<file path="src/rtl/wb_rr_arbiter_if.sv">
// Wishbone bundle between m_count masters and one shared slave port.
// The arbiter takes the slave modport; the surrounding fabric takes master.
interface wb_rr_arbiter_if #(
    parameter int m_count   = 2,
    parameter int adr_width = 32,
    parameter int dat_width = 32,
    parameter int sel_width = dat_width / 8
);
    logic [m_count-1:0]           m_cyc;
    logic [m_count-1:0]           m_stb;
    logic [m_count-1:0]           m_we;
    logic [m_count*adr_width-1:0] m_adr;
    logic [m_count*dat_width-1:0] m_datwr;
    logic [m_count*sel_width-1:0] m_sel;
    logic [dat_width-1:0]         m_datrd;
    logic [m_count-1:0]           m_ack;
    logic [m_count-1:0]           m_rty;

    logic                 s_cyc;
    logic                 s_stb;
    logic                 s_we;
    logic [adr_width-1:0] s_adr;
    logic [dat_width-1:0] s_datwr;
    logic [sel_width-1:0] s_sel;
    logic [dat_width-1:0] s_datrd;
    logic                 s_ack;
    logic                 s_rty;

    modport slave (
        input  m_cyc, m_stb, m_we, m_adr, m_datwr, m_sel,
        output m_datrd, m_ack, m_rty,
        output s_cyc, s_stb, s_we, s_adr, s_datwr, s_sel,
        input  s_datrd, s_ack, s_rty
    );

    modport master (
        output m_cyc, m_stb, m_we, m_adr, m_datwr, m_sel,
        input  m_datrd, m_ack, m_rty,
        input  s_cyc, s_stb, s_we, s_adr, s_datwr, s_sel,
        output s_datrd, s_ack, s_rty
    );
endinterface

</file>
<file path="src/rtl/wb_rr_arbiter.sv">
// Round-robin Wishbone arbiter: one owner per cyc period, with a
// watchdog that aborts a stalled strobe by retrying the owner.
module wb_rr_arbiter #(
    parameter int m_count   = 2,
    parameter int adr_width = 32,
    parameter int dat_width = 32,
    parameter int sel_width = dat_width / 8,
    parameter int timeout   = 255
) (
    input  logic               clock,
    input  logic               reset,
    wb_rr_arbiter_if.slave     bus,
    output logic [m_count-1:0] grant,
    output logic               busy
);
    localparam int iw = $clog2(m_count);
    localparam int ww = (timeout > 0) ? $clog2(timeout + 1) : 1;
    localparam logic [ww-1:0] wd_last = ww'((timeout > 0) ? timeout - 1 : 0);
    localparam logic [ww-1:0] wd_max  = '1;
    localparam logic [iw-1:0] last_init = iw'(m_count - 1);
    localparam bit wd_on = (timeout > 0);

    typedef enum logic [1:0] {
        IDLE,
        OWNED,
        ABORT
    } state_e;

    state_e             state_q, state_d;
    logic [m_count-1:0] grant_q, grant_d;
    logic [iw-1:0]      last_q, last_d;
    logic [ww-1:0]      wd_q, wd_d;

    logic [iw-1:0] win_idx;
    logic          win_found;
    logic          wait_cyc;
    logic          own_cyc;
    logic          own_stb;

    // last_q doubles as the owner index while OWNED or ABORT.
    assign own_cyc = bus.m_cyc[last_q];
    assign own_stb = bus.m_stb[last_q];

    always_comb begin
        int            j;
        logic [iw-1:0] idx;
        j         = 0;
        idx       = '0;
        win_idx   = last_q;
        win_found = 1'b0;
        for (int k = 1; k <= m_count; k++) begin
            j = int'(last_q) + k;
            if (j >= m_count) begin
                j = j - m_count;
            end
            idx = iw'(j);
            if (!win_found && bus.m_cyc[idx]) begin
                win_found = 1'b1;
                win_idx   = idx;
            end
        end
    end

    always_comb begin
        bus.s_cyc   = 1'b0;
        bus.s_stb   = 1'b0;
        bus.s_we    = 1'b0;
        bus.s_adr   = '0;
        bus.s_datwr = '0;
        bus.s_sel   = '0;
        bus.m_ack   = '0;
        bus.m_rty   = '0;
        unique case (state_q)
            OWNED: begin
                bus.s_cyc   = own_cyc;
                bus.s_stb   = own_stb;
                bus.s_we    = bus.m_we[last_q];
                bus.s_adr   = bus.m_adr[int'(last_q)*adr_width +: adr_width];
                bus.s_datwr = bus.m_datwr[int'(last_q)*dat_width +: dat_width];
                bus.s_sel   = bus.m_sel[int'(last_q)*sel_width +: sel_width];
                bus.m_ack[last_q] = bus.s_ack & own_cyc & own_stb;
                bus.m_rty[last_q] = bus.s_rty & ~bus.s_ack & own_cyc & own_stb;
            end
            ABORT: begin
                bus.m_rty[last_q] = 1'b1;
            end
            default: begin
            end
        endcase
    end

    assign bus.m_datrd = bus.s_datrd;

    assign wait_cyc = (state_q == OWNED) && bus.s_stb
                      && !bus.s_ack && !bus.s_rty;

    always_comb begin
        state_d = state_q;
        grant_d = grant_q;
        last_d  = last_q;
        wd_d    = '0;
        unique case (state_q)
            IDLE: begin
                if (win_found) begin
                    state_d = OWNED;
                    grant_d = m_count'(1) << win_idx;
                    last_d  = win_idx;
                end
            end
            OWNED: begin
                if (!own_cyc) begin
                    state_d = IDLE;
                    grant_d = '0;
                end else if (wd_on && wait_cyc) begin
                    if (wd_q == wd_last) begin
                        state_d = ABORT;
                    end else if (wd_q != wd_max) begin
                        wd_d = wd_q + 1'b1;
                    end else begin
                        wd_d = wd_q;
                    end
                end
            end
            ABORT: begin
                state_d = IDLE;
                grant_d = '0;
            end
            default: begin
                state_d = IDLE;
                grant_d = '0;
            end
        endcase
    end

    always_ff @(posedge clock or negedge reset) begin
        if (!reset) begin
            state_q <= IDLE;
            grant_q <= '0;
            last_q  <= last_init;
            wd_q    <= '0;
        end else begin
            state_q <= state_d;
            grant_q <= grant_d;
            last_q  <= last_d;
            wd_q    <= wd_d;
        end
    end

    assign grant = grant_q;
    assign busy  = (state_q != IDLE);
endmodule
</file>
<file path="src/flat_wrapper.sv">
// flat-port wrapper written by rule: the top's interface ports become plain ports
module wb_rr_arbiter_flat 
#(
    parameter int m_count   = 2,
    parameter int adr_width = 32,
    parameter int dat_width = 32,
    parameter int sel_width = dat_width / 8,
    parameter int timeout   = 255
)
  (clock, reset, grant, busy, bus_m_cyc, bus_m_stb, bus_m_we, bus_m_adr, bus_m_datwr, bus_m_sel, bus_m_datrd, bus_m_ack, bus_m_rty, bus_s_cyc, bus_s_stb, bus_s_we, bus_s_adr, bus_s_datwr, bus_s_sel, bus_s_datrd, bus_s_ack, bus_s_rty);
  wb_rr_arbiter_if #(.m_count(m_count), .adr_width(adr_width), .dat_width(dat_width), .sel_width(sel_width)) bus_i ();
  input  logic clock;
  input  logic reset;
  output logic [m_count-1:0] grant;
  output logic busy;
  input wire logic [$bits(bus_i.m_cyc)-1:0] bus_m_cyc;
  input wire logic [$bits(bus_i.m_stb)-1:0] bus_m_stb;
  input wire logic [$bits(bus_i.m_we)-1:0] bus_m_we;
  input wire logic [$bits(bus_i.m_adr)-1:0] bus_m_adr;
  input wire logic [$bits(bus_i.m_datwr)-1:0] bus_m_datwr;
  input wire logic [$bits(bus_i.m_sel)-1:0] bus_m_sel;
  output wire logic [$bits(bus_i.m_datrd)-1:0] bus_m_datrd;
  output wire logic [$bits(bus_i.m_ack)-1:0] bus_m_ack;
  output wire logic [$bits(bus_i.m_rty)-1:0] bus_m_rty;
  output wire logic [$bits(bus_i.s_cyc)-1:0] bus_s_cyc;
  output wire logic [$bits(bus_i.s_stb)-1:0] bus_s_stb;
  output wire logic [$bits(bus_i.s_we)-1:0] bus_s_we;
  output wire logic [$bits(bus_i.s_adr)-1:0] bus_s_adr;
  output wire logic [$bits(bus_i.s_datwr)-1:0] bus_s_datwr;
  output wire logic [$bits(bus_i.s_sel)-1:0] bus_s_sel;
  input wire logic [$bits(bus_i.s_datrd)-1:0] bus_s_datrd;
  input wire logic [$bits(bus_i.s_ack)-1:0] bus_s_ack;
  input wire logic [$bits(bus_i.s_rty)-1:0] bus_s_rty;
  assign bus_i.m_cyc = bus_m_cyc;
  assign bus_i.m_stb = bus_m_stb;
  assign bus_i.m_we = bus_m_we;
  assign bus_i.m_adr = bus_m_adr;
  assign bus_i.m_datwr = bus_m_datwr;
  assign bus_i.m_sel = bus_m_sel;
  assign bus_m_datrd = bus_i.m_datrd;
  assign bus_m_ack = bus_i.m_ack;
  assign bus_m_rty = bus_i.m_rty;
  assign bus_s_cyc = bus_i.s_cyc;
  assign bus_s_stb = bus_i.s_stb;
  assign bus_s_we = bus_i.s_we;
  assign bus_s_adr = bus_i.s_adr;
  assign bus_s_datwr = bus_i.s_datwr;
  assign bus_s_sel = bus_i.s_sel;
  assign bus_i.s_datrd = bus_s_datrd;
  assign bus_i.s_ack = bus_s_ack;
  assign bus_i.s_rty = bus_s_rty;
  wb_rr_arbiter #(.m_count(m_count), .adr_width(adr_width), .dat_width(dat_width), .sel_width(sel_width), .timeout(timeout)) u_core (.clock(clock), .reset(reset), .bus(bus_i), .grant(grant), .busy(busy));
endmodule
</file>
<file path="config.mk">
export PLATFORM = sky130hd
export DESIGN_NAME = wb_rr_arbiter_flat
export DESIGN_NICKNAME = d
export VERILOG_FILES = /design/src/rtl/wb_rr_arbiter_if.sv /design/src/rtl/wb_rr_arbiter.sv /design/src/flat_wrapper.sv
export SDC_FILE = /design/constraint.sdc
export NUM_CORES = 1
export LEC_CHECK = 0
export ABC_AREA = 1
export CAP_MARGIN = 20
export CORE_AREA = 2 2 110 112
export DETAILED_ROUTE_END_ITERATION = 8
export DIE_AREA = 0 0 112 114
export PLACE_DENSITY = 0.64
export SYNTH_ARGS = -nofsm -noshare
export SYNTH_HDL_FRONTEND = slang
export SYNTH_SLANG_ARGS = --single-unit
export TNS_END_PERCENT = 1
</file>
<file path="constraint.sdc">
create_clock -name clock -period 1.4 [get_ports clock]
set_input_delay 0.21 -clock clock [delete_from_list [all_inputs] [get_ports clock]]
set_output_delay 0.21 -clock clock [all_outputs]
set_load 0.01 [all_outputs]
</file>
* Yosys cells after proc, flatten, opt, wreduce, memory -nomap -nowiden
Cells that the tools add are included.
Cells by class: shifts and indexed selects 4, magnitude comparators 6, multiplexer cells 39, add/sub/neg operators 5, reduce and logical (&&, ||, !) cells 13, bitwise operators 8, eq/ne operators 9
Operator list (count):
- 64-bit by 7-bit indexed part select with 32-bit output | 2
- 32-bit two-way mux | 2
- 8-bit two-way mux | 5
- 1-bit two-way mux | 20
- 2-bit two-way mux | 7
- 2-bit one-hot mux with 2 select lines | 3
- 8-bit by 1-bit adder with 8-bit output (second input constant) | 1
- 8-bit equality test (second input constant) | 1
- 8-bit != test (second input constant) | 1
- 8-bit by 4-bit indexed part select with 4-bit output | 1
- 1-bit by 2-bit < comparator with 1-bit output (second input constant) | 3
- 1-bit bitwise AND | 5
- 1-bit logical AND | 5
- 5-bit != test (second input constant) | 1
- 2-bit bitwise AND | 2
- 4-bit two-way mux | 1
- 2-bit AND reduction | 2
- 1-bit by 2-bit adder with 3-bit output (second input constant) | 1
- 3-bit by 2-bit >= comparator with 1-bit output (second input constant) | 1
- 1-bit zero test | 3
- 3-bit by 2-bit != test with 1-bit output (second input constant) | 1
- 3-bit != test (second input constant) | 1
- 3-bit AND reduction | 1
- 1-bit by 1-bit adder with 2-bit output (second input constant) | 1
- other kinds (12) | 13
Word-level totals: register bits after elaboration 13, output and inout port bits 110, input port bits 178, logic and storage cells 88

* Logic depth before layout (Yosys ltp)
depth after elaboration 12, depth in mapped cells 9, depth with buffers taken out 9

* Worst setup path after synthesis
Ideal clock, no wire load.
kind register to output, from register u_core.state_q[1], to output port bus_m_rty[0], data required time 1.190 ns, data arrival time 1.406 ns, buffers on the path 2, stages on the path, launching flop included 7, path slack -0.216 ns, cells stage by stage dfrtp_1 inv_1 ha_1 buf_2 clkbuf_1 nand4_1 a21oi_1
On the way: cells in the longest elaborated chain, start to end 2, elaborated cells on any way between the ends 3, those cells by class eq/ne (2); mux (1)
RTL lines:
- from (decl) | line wb_rr_arbiter.sv:29 | state_e state_q, state_d;
- from (signal assigned) | line wb_rr_arbiter.sv:142 | state_q <= state_d;
- 2-bit equality test or 2-bit by 1-bit equality test with 1-bit output (tied branches) | line wb_rr_arbiter.sv:73 | unique case (state_q)
- 2-bit one-hot mux with 2 select lines (*) | line wb_rr_arbiter.sv:73
- to (decl) | line flat_wrapper.sv:24 | output wire logic [$bits(bus_i.m_rty)-1:0] bus_m_rty;
Mark *: on every way between the ends. The rest lies on a longest branch, timed or not.

* Worst setup path in the final report
from register u_core.last_q, to output port bus_s_adr[12]
On the way: cells in the longest elaborated chain, start to end 2
RTL lines:
- from (decl) | line wb_rr_arbiter.sv:31 | logic [iw-1:0] last_q, last_d;
- from (signal assigned) | line wb_rr_arbiter.sv:139 | last_q <= last_init;
- from (signal assigned) | line wb_rr_arbiter.sv:144 | last_q <= last_d;
- 64-bit by 7-bit indexed part select with 32-bit output | line wb_rr_arbiter.sv:78 | bus.s_adr = bus.m_adr[int'(last_q)*adr_width +: adr_width];
- 32-bit two-way mux | line wb_rr_arbiter.sv:73
- to (decl) | line flat_wrapper.sv:28 | output wire logic [$bits(bus_i.s_adr)-1:0] bus_s_adr;
Every way passes these cells.

==> summary.txt <==
Die
  – Site Rows: 40
  – Die Height: ~110 µm
  – IO Pins: around 290
  – Die Span X: 112 µm
  – Initial core utilization: about a fifth
  – Full die area: about 13000 µm²
  – Core box area: about 12000 µm²

Route
  – Drt drc: 0
  – Average wire per standard cell: 15.7 µm
  – DRT iter0 DRCs: ~220
  – Routed Antenna Nets: 0
  – DR pass1 iterations: 4
  – Final wirelength: approximately 12 mm
  – Via density: ~4.4
  – Via count: about 3.3k

Synth
  – Async S/R FF share, synth: 100%
  – Seq/Total Area, Yosys: between 10% and 20%
  – Syn_nets: 581
  – Synth cell types: 29
  – Synth Register Bits: 13
  – Ys flop type: dfrtp_1
  – Syn Std Cell Area: around 2200 µm²
  – Top cells by area, synth: nor2_1 (25%), o21ai_0 (17%), dfrtp_1 (14%)
  – Area fraction of the dominant cell type after synthesis: between 20% and 30%
  – Gate Count Post-Synth: just under 400
  – EDFF count, synth: 0
  – Synth Warn #: 0
  – Synth cell count leaders: nor2_1 (148), o21ai_0 (74), nand2_1 (35)
  – Most common cell in the netlist: nor2_1
  – Mean Syn Cell Area: roughly 5.5 µm²
  – Synth area leader: nor2_1

Pwr
  – Internal power: 3.96 mW
  – Psw: between 3 and 4 mW
  – Power per standard cell area: about 1600 nW/µm²
  – Net switching fraction of the power: approximately 50%
  – Comb power frac: between 80% and 90%
  – Reg power frac: under 10%
  – Pleak: 2.22 nW
  – Worst vdd ir: between 1 and 1.5 mV
  – Share of total power in the clock network: 7.1%

Run status
  – Failing checks: negative setup slack
  – Status: finished with violations

Critical path
  – Critical path class: reg -> out
  – Worst Path Required: roughly 1.2 ns
  – Worst setup SP type: flop
  – CP max-delay cell: dfstp_2
  – CP Buf/Inv Count: 3
  – CP arrival: between 1.5 and 2 ns
  – Worst path top cell family by delay: flip-flops
  – Worst-path fanout max: 19
  – Worst Setup End Kind: output port
  – Critical path cell sequence: buf_4 > buf_12 > o21ai_0 > nor2_1 > clkdlybuf4s15_2
  – Critical Path Max Stage Delay: 0.57 ns

CTS
  – Clock-pin slew on the worst setup and hold paths: roughly 0.05 ns
  – Cts hold-fix bufs: 0
  – Clock sinks: 13
  – Clock latency at the later pin of the worst-skew pair: approximately 0.25 ns
  – Total CTS buffers: 3
  – Clock root buffer: clkbuf_16
  – CTS H-tree lvls: 1
  – CTS tree: yes
  – Bufs on Longest Clock Path: 2

Cells and area
  – Fillers: between 1k and 1.5k
  – Area grow syn2layout: 116%
  – Layout net count: approximately 800
  – Layout cells sized above 1: 27.3%
  – Antenna diodes: 0

STA
  – Crit path time final: approximately 1.8 ns
  – Final setup vio count: a little under 90
  – Hold slack: around 0.27 ns
  – Final Hold Vio Count: 0
  – Setup ws final: -0.412 ns
  – RSZ-0062 raised after global routing: true
  – Final Cycle Share: 129%
  – Worst Clk Skew: roughly 0.0057 ns
  – F_max: around 0.55 GHz
  – Setup TNS: -25.69 ns
  – Final slew viol count: 0
  – Slew margin rel.: 82.6%
  – Tightest Pin Transition: approximately 0.26 ns

Place
  – GPL Wtd Cong: approximately 0.85
  – Dpl hpwl: roughly 8.7 mm
  – Number of port buffers: about 220

Flow run
  – MaxCap Viol Count: 0

GRT
  – All-layer global routing usage: approximately 17%
  – Initial antenna violation count: 0
  – First-pass GRT wire length: between 15 and 20 mm
  – Grt total ovfl: 0
  – Vias in the first global route: between 3k and 4k
  – Largest net degree at the start of global routing: 38

Min path
  – Hold crit path type: in -> async
==> worst reg2reg max path, delay by kind of cell (launching register included) <==
family | cells | cell delay [ns]
simple gates | 2 | 0.13
buf+inv | 4 | 0.51
flops | 1 | 0.57
compound gates | 2 | 0.26
==> placed cells by master (no fill, tap or decap), drive strengths merged <==
master           n
nand2           42
nor2           151
inv             21
clkdlybuf4s50  147
dfrtp           12
nand3           18
ha               5
o31ai            1
clkbuf           5
buf            113
clkdlybuf4s15    5
o21ai           77
xor2             2
a21oi            3
nand4            5
dfstp            1
nor3             4
==> registers in the layout, summed over array words and instances (netlist names) <==
name,cells
u_core.wd_q,8
u_core.state_q,2
u_core.last_q,1
u_core.grant,2
==> final cells by class <==
type / instances / area (µm²) / share of cell area (%)
sequential: 13 / 327 / 6.87
clock buffer: 4 / 78.8 / 1.66
tap: 147 / 184 / 3.87
inverter: 21 / 88.8 / 1.87
multi-input combinational: 308 / 1580 / 33.3
timing repair buffer: 266 / 2490 / 52.4
==> per-layer routing <==
| metal | track usage, % | part of all wire [%] |
|---|---|---|
| met5 | 0 | 0 |
| met2 | 29.3 | 49 |
| met1 | 22.1 | 41 |
| met4 | 2.60 | 1.0 |
| met3 | 3.56 | 8.3 |
==> cell families (layout without fill, tap and decap cells) <==
| kind of cell | Yosys count | after routing | share of synthesized area, % |
|---|---|---|---|
| adders and majority gates | 5 | 5 | 2.84 |
| AOI/OAI and AO/OA | 81 | 81 | 19.2 |
| xor gates and xnor gates | 2 | 2 | 0.795 |
| buffers and inverters | 77 | 291 | 19.9 |
| and+or+nand+nor | 220 | 220 | 42.5 |
| DFF | 13 | 13 | 14.8 |
==> per-stage QoR <==
step | total power, mW | utilization, % | worst slack (ns) | instance area (µm²) | std cells
final | 7.76 | 40.6 | -0.412 | 4750 | 759
after global routing | 8.30 | 40.6 | -0.501 | 4750 | 759
after CTS | 7.60 | 40.0 | -0.441 | 4680 | 758
after detailed placement | 6.75 | 39.2 | -0.728 | 4590 | 741
after global placement | 6.74 | 39.2 | -0.723 | 4590 | 741
after floorplan | 3.43 | - | -0.0360 | 2260 | 398
==> power by group through the flow <==
stage	clock network, mW	registers, mW	logic, mW
3_3_place_gp	0	0.492	6.25
4_1_cts	0.554	0.497	6.55
5_1_grt	0.580	0.508	7.21
3_5_place_dp	0	0.493	6.26
2_1_floorplan	0	0.503	2.93
6_report	0.550	0.499	6.71
==> path summary, 6_finish.rpt <==
path                                       from              end  slack [ns]  depth (start not counted)
worst min register to register  u_core.grant[0]  u_core.grant[0]        0.50                          2
min in group clock               bus_s_datrd[7]   bus_m_datrd[7]        0.42                          0
max in group asynchronous                 reset    u_core.last_q        0.88                          2
worst max register to register    u_core.last_q  u_core.grant[0]       -0.17                          8
worst min-delay path                      reset   u_core.wd_q[0]        0.27                          2
worst max-delay path              u_core.last_q    bus_s_adr[12]       -0.41                          5
==> timing repair <==
action | CTS | global route
gates cloned | 5 | 1
endpoints found under the setup margin | 88 | 88
pin swaps | 16 | 13
gates resized for setup | 355 | 24
buffers inserted | 8 | 0
Power figures use the tool's default switching activity.
